`config.mk`:
```
export PLATFORM = sky130hd
export DESIGN_NAME = axi4lite_slave_regfile
export DESIGN_NICKNAME = d
export VERILOG_FILES = /design/src/rtl/axi4lite_slave_regfile.sv
export SDC_FILE = /design/constraint.sdc
export NUM_CORES = 1
export LEC_CHECK = 0
export CAP_MARGIN = 20
export CORE_ASPECT_RATIO = 1.5
export CORE_UTILIZATION = 40
export DETAILED_ROUTE_END_ITERATION = 10
export PLACE_DENSITY = 0.7
export SETUP_SLACK_MARGIN = 0.1
export SKIP_LAST_GASP = 1
export SYNTH_ARGS = -nofsm -noshare
export SYNTH_HDL_FRONTEND = slang
export SYNTH_SLANG_ARGS = --single-unit
```
`constraint.sdc`:
```
create_clock -name ACLK -period 6.6 [get_ports ACLK]
set_input_delay 1.32 -clock ACLK [delete_from_list [all_inputs] [get_ports ACLK]]
set_output_delay 1.32 -clock ACLK [all_outputs]
set_load 0.05 [all_outputs]
```
`src/rtl/axi4lite_slave_regfile.sv`:
```
// AXI4-Lite slave with NUM_REGS word-addressed 32-bit registers. Register 0 is a read-only ID.
// Write address and data are accepted independently and committed together; one write and one read may be outstanding.
module axi4lite_slave_regfile #(
  parameter int                   ADDRWIDTH = 32,
  parameter int                   DATAWIDTH = 32,
  parameter int                   NUM_REGS  = 16,
  parameter logic [DATAWIDTH-1:0] ID_VALUE  = 32'h4158_4C31
) (
  input  logic                          ACLK,
  input  logic                          ARESET,
  input  logic [ADDRWIDTH-1:0]          AWADDR,
  input  logic                          AWVALID,
  output logic                          AWREADY,
  input  logic [DATAWIDTH-1:0]          WDATA,
  input  logic                          WVALID,
  output logic                          WREADY,
  output logic                          BVALID,
  input  logic                          BREADY,
  input  logic [ADDRWIDTH-1:0]          ARADDR,
  input  logic                          ARVALID,
  output logic                          ARREADY,
  output logic [DATAWIDTH-1:0]          RDATA,
  output logic                          RVALID,
  input  logic                          RREADY,
  output logic [NUM_REGS*DATAWIDTH-1:0] regs_o,
  output logic [NUM_REGS-1:0]           wr_strobe_o
);

  localparam int IDXW = $clog2(NUM_REGS);

  function automatic logic in_range(input logic [ADDRWIDTH-1:0] a);
    return (a >> (IDXW + 2)) == '0;
  endfunction

  logic                 aw_held_q, w_held_q, bvalid_q, rvalid_q;
  logic [ADDRWIDTH-1:0] awaddr_q;
  logic [DATAWIDTH-1:0] wdata_q, rdata_q;
  logic [NUM_REGS-1:0]  strobe_q;
  logic [DATAWIDTH-1:0] regs_q [1:NUM_REGS-1];

  logic                 aw_hs, w_hs, ar_hs, commit_d, wr_ok_d;
  logic [ADDRWIDTH-1:0] waddr_d;
  logic [DATAWIDTH-1:0] wdata_d, rdata_d;
  logic [IDXW-1:0]      widx_d, ridx_d;
  logic                 unused_addr_lsbs;

  // Readies depend only on registered state so masters never see a VALID->READY loop.
  assign AWREADY = !ARESET && !aw_held_q && !bvalid_q;
  assign WREADY  = !ARESET && !w_held_q && !bvalid_q;
  assign ARREADY = !ARESET && !rvalid_q;

  assign aw_hs    = AWVALID && AWREADY;
  assign w_hs     = WVALID && WREADY;
  assign ar_hs    = ARVALID && ARREADY;
  assign commit_d = (aw_held_q || aw_hs) && (w_held_q || w_hs);
  assign waddr_d  = aw_held_q ? awaddr_q : AWADDR;
  assign wdata_d  = w_held_q ? wdata_q : WDATA;
  assign widx_d   = waddr_d[IDXW+1:2];
  assign wr_ok_d  = in_range(waddr_d) && (widx_d != '0);
  assign ridx_d   = ARADDR[IDXW+1:2];

  assign unused_addr_lsbs = ^{waddr_d[1:0], ARADDR[1:0]};

  always_comb begin
    rdata_d = '0;
    if (in_range(ARADDR)) begin
      if (ridx_d == '0) rdata_d = ID_VALUE;
      else              rdata_d = regs_q[ridx_d];
    end
  end

  always_ff @(posedge ACLK) begin
    if (ARESET) begin
      aw_held_q <= 1'b0;
      w_held_q  <= 1'b0;
      bvalid_q  <= 1'b0;
      rvalid_q  <= 1'b0;
      rdata_q   <= '0;
      strobe_q  <= '0;
      for (int i = 1; i < NUM_REGS; i++) regs_q[i] <= '0;
    end else begin
      strobe_q <= '0;
      if (bvalid_q && BREADY) bvalid_q <= 1'b0;
      if (commit_d) begin
        aw_held_q <= 1'b0;
        w_held_q  <= 1'b0;
        bvalid_q  <= 1'b1;
        if (wr_ok_d) begin
          regs_q[widx_d]   <= wdata_d;
          strobe_q[widx_d] <= 1'b1;
        end
      end else begin
        if (aw_hs) aw_held_q <= 1'b1;
        if (w_hs)  w_held_q  <= 1'b1;
      end
      // Read path: RDATA captured at AR handshake, so a same-edge write is not visible.
      if (ar_hs) begin
        rdata_q  <= rdata_d;
        rvalid_q <= 1'b1;
      end else if (rvalid_q && RREADY) begin
        rvalid_q <= 1'b0;
      end
    end
  end

  always_ff @(posedge ACLK) begin
    if (aw_hs) awaddr_q <= AWADDR;
    if (w_hs)  wdata_q  <= WDATA;
  end

  assign BVALID      = bvalid_q;
  assign RVALID      = rvalid_q;
  assign RDATA       = rdata_q;
  assign wr_strobe_o = strobe_q;

  assign regs_o[0 +: DATAWIDTH] = ID_VALUE;
  for (genvar g = 1; g < NUM_REGS; g++) begin : g_regs_out
    assign regs_o[g*DATAWIDTH +: DATAWIDTH] = regs_q[g];
  end

endmodule

```
### Yosys cells after proc, flatten, opt, wreduce, memory -nomap -nowiden

Memory sizes are Yosys's and may differ from the RTL's.
Index checks and enable logic that the tools add are counted.

| cells by class | value |
|---|---|
| $lt $le $gt $ge | 2 |
| multiplexer cells | 19 |
| bitwise gates (word level) | 2 |
| reduce and logical (&&, ||, !) cells | 29 |

Operators by type and width:

| operator | number |
|---|---|
| $mux W32 | 5 |
| $logic_not A32 Y1 | 2 |
| $reduce_or A32 Y1 | 1 |
| $logic_and A1 B1 Y1 | 13 |
| $mux W1 | 12 |
| $logic_not A1 Y1 | 5 |
| $lt A4 B5 Y1 const B | 1 |
| $demux W1 S4 | 1 |
| $ge A4 B1 Y1 const B | 1 |
| $logic_not A4 Y1 | 1 |
| $mux W4 | 1 |
| $reduce_bool A2 Y1 | 2 |
| $reduce_bool A4 Y1 | 1 |
| $reduce_or A3 Y1 | 1 |
| $logic_or A1 B1 Y1 | 2 |
| $not A1 Y1 | 2 |
| $reduce_or A2 Y1 | 1 |

| word-level totals | value |
|---|---|
| register bits after elaboration | 116 |
| memory bits (writable) | 480 |
| logic and storage cells | 61 |
| memories | 1 |

Memories:

| name | words | bits a word | read ports | clocked after memory_dff | write ports | RTL line | RTL |
|---|---|---|---|---|---|---|---|
| regs_q | 15 | 32 | 16 | 0 | 15 | 39 | `logic [DATAWIDTH-1:0] regs_q [1:NUM_REGS-1];` |

### Depth between registers and ports, before layout

| logic depth | value |
|---|---|
| depth in word-level cells | 11 |
| mapped depth | 9 |

### Least setup slack after synthesis

Ideal clock, no wire load.

| timing | value |
|---|---|
| kind | input to register |
| start | in AWADDR[14] |
| end | mem regs_q[11][0] (enable) |
| arrival | 5.848 ns |
| data required time | 6.089 ns |
| setup slack | 0.241 ns |
| stages on the path | 6 |
| buffers on the path | 2 |
| path through | or4_1 nor3_2 o22ai_1 buf_2 buf_2 o41ai_1 |

RTL lines:

| item | RTL line | RTL |
|---|---|---|
| start, declared | 11 | `input logic [ADDRWIDTH-1:0] AWADDR,` |
| end, declared | 39 |  |

### Worst setup path in the final report

| timing | value |
|---|---|
| start | in ARESET |
| end | out AWREADY |

| between the ends | value |
|---|---|
| longest elaborated chain between the ends | 3 |

RTL lines:

| item | RTL line | RTL |
|---|---|---|
| start, declared | 10 | `input logic ARESET,` |
| $logic_not A1 Y1 | 48 | `assign AWREADY = !ARESET && !aw_held_q && !bvalid_q;` |
| $logic_and A1 B1 Y1 (2 in a row) | 48 |  |
| end, declared | 13 | `output logic AWREADY,` |

No other way between the ends.

==> summary.md <==
| Metric | Value |
|---|---|
| Commonest cells in the netlist | edfxtp_1 (563), nor4_1 (502), clkbuf_1 (131) |
| CP most frequent cell | clkdlybuf4s50_1 |
| Synth area leaders | edfxtp_1 (62%), nor4_1 (11%), mux4_2 (9.1%) |
| CTS Root Cell | clkbuf_16 |
| CTS resizes | 0 |
| I/O pin cnt | 668 |
| Area grow syn2layout | 33.83% |
| Via count | 21150 |
| Initial DRC count | 2279 |
| H-tree Lvls | 2 |
| Fraction of registers with async set/reset | 0% |
| CP Data Arrival Time | 3.64 ns |
| Num CTS Buffers | 57 |
| Yosys warns | 0 |
| Status | completed |
| Detail Placement HPWL | 70990 um |
| Power Density | 256.5 nW/um^2 |
| Yosys reg bits | 615 |
| Die span in y | 322.5 um |
| NumNets Final | 2539 |
| Vias/cell | 6.269 |
| Vias in the first global route | 20430 |
| Worst Path Max Fanout | 12 |
| Routed Antenna Nets | 0 |
| Kind of critical path | input port to primary output |
| Relative slew slack | 27.27% |
| Worst-Margin Slew | 1.091 ns |
| F_max | 201.8 MHz |
| Top-count cell post-synth | edfxtp_1 |
| CP Cell Sequence | clkdlybuf4s50_1, nor3_1, clkdlybuf4s50_1 |
| Final WL | 103400 um |
| Fillers | 5537 |
| Max-slew violation count | 0 |
| CP peak stage delay | 0.89 ns |
| Met3 usage | 7.798% |
| GR peak layer | met2 |
| Seq/Total Area, Yosys | 65.52% |
| Initial antenna violation count | 0 |
| Antenna diodes | 0 |
| Worst hold path class | flop to flop |
| Initial Utilization | 40.42% |
| Post-synth top area share | 61.72% |
| Core ar. | 67780 sq um |
| P_leak | 0.01188 uW |
| Avg WL per Cell | 30.66 um |
| Number of max-cap violations | 0 |
| Period utilization | 75.08% |
| Placed cell areas | 34680 sq um |
| RSZ-0062 raised after global routing | false |
| Worst-path clk slew | 0.07 ns |
| GPL Wtd Cong | 0.8995 |
| GRT Total Usage | 28.83% |
| Grt met2 use | 47.12% |
| Post-Syn Instances | 1895 |
| Req. time, crit path | 5.28 ns |
| # DRC | 0 |
| Worst Skew | 0.03183 ns |
| Final hold violations | 0 |
| Setup violators final | 0 |
| Die extent in x | 215.7 um |
| CTS tree | done |
| TritonRoute pass-1 iters | 5 |
| Number of distinct library cells after synthesis | 41 |
| Final instance area | 36660 sq um |
| Cts hold-fix bufs | 0 |
| Pin count of the biggest net entering global routing | 220 |
| Maximum VDD drop | 253.8 uV |
| Layout cell share with drive strength beyond 1 | 12.29% |
| Syn avg cell area | 14.46 sq um |
| Worst skew pair latency | 0.64 ns |
| Crit path time final | 4.956 ns |
| Final Util | 54.09% |
| Synthesized area | 27390 sq um |
| GR met1 Demand/Resource | 37.24% |
| Critical path's slowest cell | clkdlybuf4s50_1 |
| Clock buffer depth | 3 |
| Post-synth top area cell | edfxtp_1 |
| Clk sinks | 615 |
| Post-synth EDFFs | 563 |
| Row count | 117 |
| Setup TNS Final | 0 ns |
| CP Capture Type | primary output |
| First-pass GRT wire length | 145800 um |
| Ys flop type | edfxtp_1 |
| Worst Setup Start Kind | input port |
| PortBufs | 631 |
| Setup Buffers After CTS | 0 |
| Gr ovfl total | 0 |
| Die footprint | 69560 sq um |
| Total Power | 9404 uW |
final timing paths:
path / start / endpoint / slack [ns] / cells past startpoint
max reg2reg: aw_held_q$_SDFFE_PP0P_ / regs_q[4][7]$_SDFFCE_PN0P_ / 2.46 / 6
min: RDATA[19]$_SDFFE_PP0P_ / RDATA[19]$_SDFFE_PP0P_ / 0.46 / 2
min reg2reg: RDATA[19]$_SDFFE_PP0P_ / RDATA[19]$_SDFFE_PP0P_ / 0.46 / 2
max: ARESET / AWREADY / 1.64 / 3
critical path, delay by kind of cell:
kind	cells	cell delay [ns]
buffers and inverters	2	1.74
AND/OR/NAND/NOR	1	0.57
sequential cells by signal, indices dropped and copies added (netlist names):
name and flops:
regs_q 501, RDATA 32, wdata_q 32, awaddr_q 30, wr_strobe_o 16, BVALID 1, RVALID 1, aw_held_q 1
w_held_q 1
per-layer routing:
metal	wire length (um)	part of all wire [%]
met1	38770	37
met2	50010	48
met3	11230	11
met4	3442	3.3
met5	0	0
where the power goes:
group / internal [uW] / switching (uW) / total (uW)
sequential: 4380 / 92.0 / 4480
clock: 1970 / 1510 / 3480
combinational: 416 / 1030 / 1450
metrics by stage:
| stage | instances | hold slack, ns | worst slack [ns] |
|---|---|---|---|
| 2_1_floorplan | 1947 | 0.6771 | 0.2412 |
| 3_3_place_gp | 3267 | 0.4439 | 1.371 |
| 3_5_place_dp | 3268 | 0.4498 | 1.216 |
| 4_1_cts | 3373 | 0.4656 | 1.576 |
| 5_1_grt | 3374 | 0.4920 | 1.563 |
| 6_report | 3374 | 0.4636 | 1.645 |
cell families (layout without fill, tap and decap cells):
family                 count (synthesis)  in the layout  share of synthesized area (%)
AND/OR/NAND/NOR                      666            666                          14.19
flip-flops                           615            615                          65.52
buffers and inverters                305            840                          5.052
multiplexers                         169            169                          11.25
AO/OA/AOI/OAI                        138            138                          3.965
other                                  2             54                        0.02741
cell usage in the layout (no fill, tap or decap), types with 42 or more instances in the layout:
master | synthesis | final
edfxtp_1 | 563 | 563
clkbuf_16 | 0 | 66
conb_1 | 2 | 54
clkdlybuf4s50_1 | 0 | 629
mux4_2 | 111 | 111
a22oi_1 | 49 | 48
mux2i_1 | 56 | 55
nor4_1 | 502 | 502
nand2_1 | 97 | 97
dfxtp_1 | 52 | 51
inv_1 | 42 | 42
buf_4 | 36 | 55
cell type report:
type,count,area [sq um],area share [%]
clock buffer,83,1755,4.788
clock inverter,22,207.7,0.5665
inverter,42,157.7,0.4300
multi-input combinational,1027,8601,23.46
sequential,615,17950,48.96
tap,892,1116,3.044
timing repair buffer,693,6875,18.75
Note: power is estimated with default switching activity, not from simulation.
